### config.mk
export PLATFORM = sky130hd
export DESIGN_NAME = mem_access_ctrl
export DESIGN_NICKNAME = d
export VERILOG_FILES = /design/src/rtl/mem_access_ctrl.sv
export SDC_FILE = /design/constraint.sdc
export NUM_CORES = 1
export LEC_CHECK = 0
export BUFFER_PORTS_ARGS = -buffer_cell sky130_fd_sc_hd__buf_2
export CAP_MARGIN = 0
export CORE_AREA = 8 8 74 56
export DETAILED_ROUTE_END_ITERATION = 8
export DIE_AREA = 0 0 82 64
export PLACE_DENSITY = 0.76
export SYNTH_ARGS = -nofsm -noshare
export SYNTH_HDL_FRONTEND = slang
export SYNTH_SLANG_ARGS = --single-unit
### constraint.sdc
create_clock -name clk -period 2.2 [get_ports clk]
set_input_delay 0.33 -clock clk [delete_from_list [all_inputs] [get_ports clk]]
set_output_delay 0.33 -clock clk [all_outputs]
set_load 0.05 [all_outputs]
### src/rtl/mem_access_ctrl.sv
// mem_access_ctrl
//   Bus-side sequencer for a small level-sensitive asynchronous RAM.
//   It accepts one request at a time over a req/busy handshake. The request
//   is either a single read, a single write, or a 4-word wrapping read burst.
//   Each beat runs through SETUP, STROBE and HOLD. The RAM address, r_w and
//   write-data pins only change on entry to SETUP, so they are stable while
//   oe is high.
//
// Ports
//   clk, rst_n            clock (rising edge) and asynchronous active-low reset
//   req, we, burst        request strobe, write select, burst-read select
//   addr, wdata           start address and write data, sampled on accept
//   busy                  high from the first SETUP through the last HOLD
//   rdata, rvalid         registered read data, one-cycle pulse per read beat
//   done                  one-cycle pulse in the final HOLD of a transaction
//   mem_r_w, mem_oe       RAM control pins (r_w: 1 = write)
//   mem_addr, mem_wdata   RAM address and write-data pins
//   mem_rdata             RAM read data, valid while oe=1 and r_w=0
module mem_access_ctrl #(
  parameter int DATA_W        = 8,
  parameter int ADDR_W        = 2,
  parameter int STROBE_CYCLES = 2
) (
  input  logic              clk,
  input  logic              rst_n,
  input  logic              req,
  input  logic              we,
  input  logic              burst,
  input  logic [ADDR_W-1:0] addr,
  input  logic [DATA_W-1:0] wdata,
  output logic              busy,
  output logic [DATA_W-1:0] rdata,
  output logic              rvalid,
  output logic              done,
  output logic              mem_r_w,
  output logic              mem_oe,
  output logic [ADDR_W-1:0] mem_addr,
  output logic [DATA_W-1:0] mem_wdata,
  input  logic [DATA_W-1:0] mem_rdata
);

  // Width of the strobe down-counter. It is kept at least 1 bit wide,
  // so STROBE_CYCLES=1 still works.
  localparam int SC_W = (STROBE_CYCLES > 1) ? $clog2(STROBE_CYCLES) : 1;

  typedef enum logic [1:0] {
    IDLE   = 2'd0,
    SETUP  = 2'd1,
    STROBE = 2'd2,
    HOLD   = 2'd3
  } state_t;

  state_t            state_reg;
  state_t            state_next;

  logic [SC_W-1:0]   strobe_cnt_reg;
  logic [1:0]        beat_reg;
  logic              burst_reg;
  logic              mem_r_w_reg;
  logic [ADDR_W-1:0] mem_addr_reg;
  logic [DATA_W-1:0] mem_wdata_reg;
  logic [DATA_W-1:0] rdata_reg;

  logic              last_strobe;
  logic              last_beat;

  assign last_strobe = (strobe_cnt_reg == '0);
  // A single access ends after its only beat.
  // A burst ends after beat 3.
  assign last_beat   = !burst_reg || (beat_reg == 2'd3);

  // ---------------------------------------------------------------------
  // State register
  // ---------------------------------------------------------------------
  always_ff @(posedge clk or negedge rst_n) begin
    if (!rst_n) begin
      state_reg <= IDLE;
    end else begin
      state_reg <= state_next;
    end
  end

  // ---------------------------------------------------------------------
  // Next-state logic
  // ---------------------------------------------------------------------
  always_comb begin
    state_next = state_reg;
    case (state_reg)
      IDLE:    if (req) state_next = SETUP;
      SETUP:   state_next = STROBE;
      STROBE:  if (last_strobe) state_next = HOLD;
      HOLD:    state_next = last_beat ? IDLE : SETUP;
      default: state_next = IDLE;
    endcase
  end

  // ---------------------------------------------------------------------
  // Datapath registers: latched request, counters, RAM pins, read data
  // ---------------------------------------------------------------------
  always_ff @(posedge clk or negedge rst_n) begin
    if (!rst_n) begin
      strobe_cnt_reg <= '0;
      beat_reg       <= 2'd0;
      burst_reg      <= 1'b0;
      mem_r_w_reg    <= 1'b0;
      mem_addr_reg   <= '0;
      mem_wdata_reg  <= '0;
      rdata_reg      <= '0;
    end else begin
      case (state_reg)
        IDLE: begin
          if (req) begin
            // Bursts are read-only, so a burst flag on a write is dropped.
            burst_reg     <= burst & ~we;
            beat_reg      <= 2'd0;
            mem_r_w_reg   <= we;
            mem_addr_reg  <= addr;
            mem_wdata_reg <= wdata;
          end
        end
        SETUP: begin
          strobe_cnt_reg <= SC_W'(STROBE_CYCLES - 1);
        end
        STROBE: begin
          if (!last_strobe) begin
            strobe_cnt_reg <= strobe_cnt_reg - 1'b1;
          end else if (!mem_r_w_reg) begin
            // Capture at the end of the strobe.
            // The RAM output has settled for the whole oe window by then.
            rdata_reg <= mem_rdata;
          end
        end
        HOLD: begin
          if (!last_beat) begin
            // Next burst beat. The address wraps naturally
            // at the RAM depth.
            beat_reg     <= beat_reg + 2'd1;
            mem_addr_reg <= mem_addr_reg + ADDR_W'(1);
          end else begin
            // Park r_w in read. oe is already low here.
            mem_r_w_reg <= 1'b0;
          end
        end
        default: ;
      endcase
    end
  end

  // ---------------------------------------------------------------------
  // Output decode
  // ---------------------------------------------------------------------
  // oe is decoded from the state register.
  // The asynchronous reset therefore drops it immediately.
  always_comb begin
    busy   = 1'b0;
    mem_oe = 1'b0;
    rvalid = 1'b0;
    done   = 1'b0;
    case (state_reg)
      IDLE:    ;
      SETUP:   busy = 1'b1;
      STROBE: begin
        busy   = 1'b1;
        mem_oe = 1'b1;
      end
      HOLD: begin
        busy   = 1'b1;
        rvalid = !mem_r_w_reg;
        done   = last_beat;
      end
      default: ;
    endcase
  end

  assign mem_r_w   = mem_r_w_reg;
  assign mem_addr  = mem_addr_reg;
  assign mem_wdata = mem_wdata_reg;
  assign rdata     = rdata_reg;

endmodule

[Word level (Yosys, flattened, before mapping)]
Cells that the tools add are included.
Operators by class
  add/sub/neg operators: 3
  equal/unequal tests: 8
  muxes and demuxes: 19
  bitwise operators: 4
  reduce and logical (&&, ||, !) cells: 12
Operator list (count)
  2-bit 2-to-1 mux: 6
  3-bit AND reduction: 3
  1-bit 2-to-1 mux: 8
  2-bit inequality test, second input constant: 4
  2-bit case mux with 2 select lines: 2
  2-bit case mux with 4 select lines: 1
  2-bit equality test, second input constant: 3
  2-bit by 1-bit adder with 2-bit output, second input constant: 2
  1-bit case mux with 2 select lines: 2
  2-bit AND reduction: 2
  2-bit nonzero test: 2
  1-bit inverter: 3
  3-bit OR reduction: 1
  2-bit by 1-bit equality test with 1-bit output, second input constant: 1
  1-bit zero test: 2
  2-bit zero test: 1
  1-bit bitwise AND: 1
  1-bit logical OR: 1
  1-bit subtractor, second input constant: 1
Storage, ports and cells
  register bits: 25
  input bits: 23
  output and inout bits: 23
  logic and storage cells: 54

[Longest topological paths before layout]
  depth after elaboration: 4
  mapped depth: 6

[Worst setup path after synthesis]
OpenSTA, ideal clock, no wires.
  kind: reg-to-output
  from: register state_reg[1]
  to: output port done
  arrival time: 1584 ps
  required time: 1870 ps
  slack: 286 ps
  cell stages (with the launch flop): 5
  path through: dfrtp_1 > ha_1 > buf_2 > buf_2 > nor2b_1
On the way
  word-level cells in the longest chain between the ends: 2
Ends and longest elaborated chain
  start: declaration: RTL line 53  | state_t state_reg;
  start signal: assignment: RTL line 79  | state_reg <= state_next;
  2-bit equality test: RTL line 159  | case (state_reg)
  1-bit 2-to-1 mux: RTL line 159
  end: declaration: RTL line 34  | output logic done,
No other way between the ends.

[Worst setup path in the final report]
  from: register state_reg[1]
  to: output port rvalid
On the way
  word-level cells in the longest chain between the ends: 2
Ends and longest elaborated chain
  2-bit equality test: RTL line 159
  1-bit 2-to-1 mux: RTL line 159
  end: declaration: RTL line 33  | output logic rvalid,
No other way between the ends.

==> qor.txt <==
GR peak layer -> met2
DP Wirelength -> 2.273 mm
die width -> 82 um
crit end category -> primary output
Final Skew -> 2.469 ps
routing usage on met1 -> 13.80%
Yosys cell types -> 35
commonest non-fill, non-tap cell in the layout -> buf_2
status -> finished, final reports clean
# resized after CTS -> 0
Clock Tree Buf Depth -> 2
Avg Cell Area, Syn -> 12.88 um2
Synth Instances -> 101
Slew Limit Fails -> 0
Async SR Flop Fraction -> 100.0%
Synth Register Bits -> 25
Crit path required time -> 1870 ps
EDFF count, synth -> 0
Iter 0 DRT Violations -> 22
routability cong. -> 0.7713
headroom to the max-slew limit -> 64.54%
Clock transition at path regs -> 80 ps
clk sink count -> 25
vias per inst -> 5.109
crit-path max FO -> 18
commonest cells after routing, fill and taps aside -> buf_2 (45), dfrtp_1 (25), mux2_4 (17)
CP peak stage delay -> 510 ps
wire length per cell -> 15.66 um
R2R Path End -> state_reg[1]
Clock Latency Late Sink -> 270 ps
Setup Fix Bufs, Post-CTS -> 0
FF-to-FF Start -> state_reg[0]
Reg2Reg Depth -> 5
maxcap violations -> 0
RSZ-0062 raised after global routing -> no
kind of critical path -> register to primary output
starting density of the core -> 43.08%
Slowest-stage cell, CP -> ha_1
Fin. Hold Viols -> 0
first-pass iteration count of the detailed router -> 4
fin nets -> 175
IO Pins -> 46
antenna-violating nets left -> 0
Synth Flop Type -> dfrtp_1
met3 Resource Use GR -> 4.050%
total gr overflow -> 0
Die Ht -> 64 um
Worst-Margin Slew -> 531.8 ps
setup TNS -> 0 ps
via count -> 940
Die ar. -> 5248 um2
Period minus WS final -> 1998 ps
Tightest Hold Check Type -> input pin to asynchronous set/reset pin
vias in the first global route -> 976
GRT met2 Usage -> 18.88%
initial antenna violation count -> 0
period utilization -> 90.81%
first-pass GRT wire length -> 4.726 mm
synthesis-to-layout area growth -> 22.69%
DRC -> 0
Synth top area share -> 48.08%
TritonCTS clock tree -> done
final setup vio count -> 0
gr usage total -> 11.50%
share of cells above drive strength 1 -> 50.68%
Routed WL -> 2.881 mm
number of buffers created by CTS -> 3
data arrival time of the critical path -> 1670 ps
n_diodes -> 0
fmax -> 500.5 MHz
startpoint class of the critical path -> register
largest net degree at the start of global routing -> 26
H-tree depth -> 1
Post-Syn Nets -> 129
Synth area leaders -> dfrtp_1 (48%), mux2_4 (20%), ha_1 (4.8%), o211ai_1 (2.3%), a21oi_1 (1.9%)
clock root cell -> clkbuf_8
Buffers on Ports -> 45
register area share after synthesis -> 48.08%
Post-CTS Hold Buffers -> 0
synthesized area -> 1301 um2
Core Footprint -> 3020 um2
Ys Warns -> 0
Synth area leader -> dfrtp_1
FF-to-FF setup slack -> 490 ps
worst-path cell chain -> ha_1 > nor2b_1 > buf_2
Rows -> 17
[worst max path at each step]
stage	from	to	slack, ps
floorplan	state_reg[1]	done	290
global placement	state_reg[1]	done	570
detailed placement	state_reg[1]	rvalid	490
CTS	state_reg[1]	rvalid	190
global route	state_reg[1]	done	80
finish	state_reg[1]	rvalid	200
[layer usage]
| layer | vias to the layer above | routed length, um |
|---|---|---|
| met4 | 0 | 38 |
| met3 | 2 | 250 |
| met5 | - | 0 |
| met1 | 457 | 1176 |
| li1 | 453 | - |
| met2 | 28 | 1416 |
[worst max-delay path, delay by kind of cell, from the launching register on]
family | cells | cell delay (ps)
fa+ha+maj | 1 | 510
buf+inv | 1 | 270
simple gates | 1 | 190
flops | 1 | 430
[cell type report]
cell class	count	area, um2
Sequential cell	25	625.6
Inverter	5	18.77
Fill cell	262	1424
Clock buffer	3	41.29
Clock inverter	1	7.507
Tap cell	38	47.55
Timing Repair Buffer	46	232.7
Multi-Input combinational cell	66	623.1
[stage by stage]
step	std cells	area, um2	util (%)	hold WS (ps)	setup WS, ps
after floorplan	101	1301	-	34.41	286.1
after global placement	180	1548	51.24	344.2	568.4
after detailed placement	180	1548	51.24	352.6	492.8
after CTS	184	1597	52.86	59.19	192.9
after global routing	184	1597	52.86	72.85	84.77
final	184	1597	52.86	32.54	202.1
[cells in the mapped netlist (all sizes together) (2+ instances only)]
| cell | n |
|---|---|
| dfrtp | 25 |
| mux2 | 17 |
| a21oi | 6 |
| nand2 | 6 |
| buf | 5 |
| ha | 5 |
| inv | 5 |
| nor2b | 4 |
| o211ai | 4 |
| and3 | 3 |
| nand2b | 2 |
| nand4b | 2 |
| nor2 | 2 |
| o21ai | 2 |
[cell families (layout without fill, tap and decap cells)]
family                     after synthesis  after routing  share of synthesized area [%]
buffers and inverters                   10             55                          4.038
and+or+nand+nor                         26             26                          14.04
adders and majority gates                5              5                          4.808
muxes                                   18             18                          20.38
DFF                                     25             25                          48.08
AOI/OAI and AO/OA                       17             17                          8.655
Power is not shown: default switching activity piles up to over one toggle a cycle in this logic, so the estimate is an artifact.
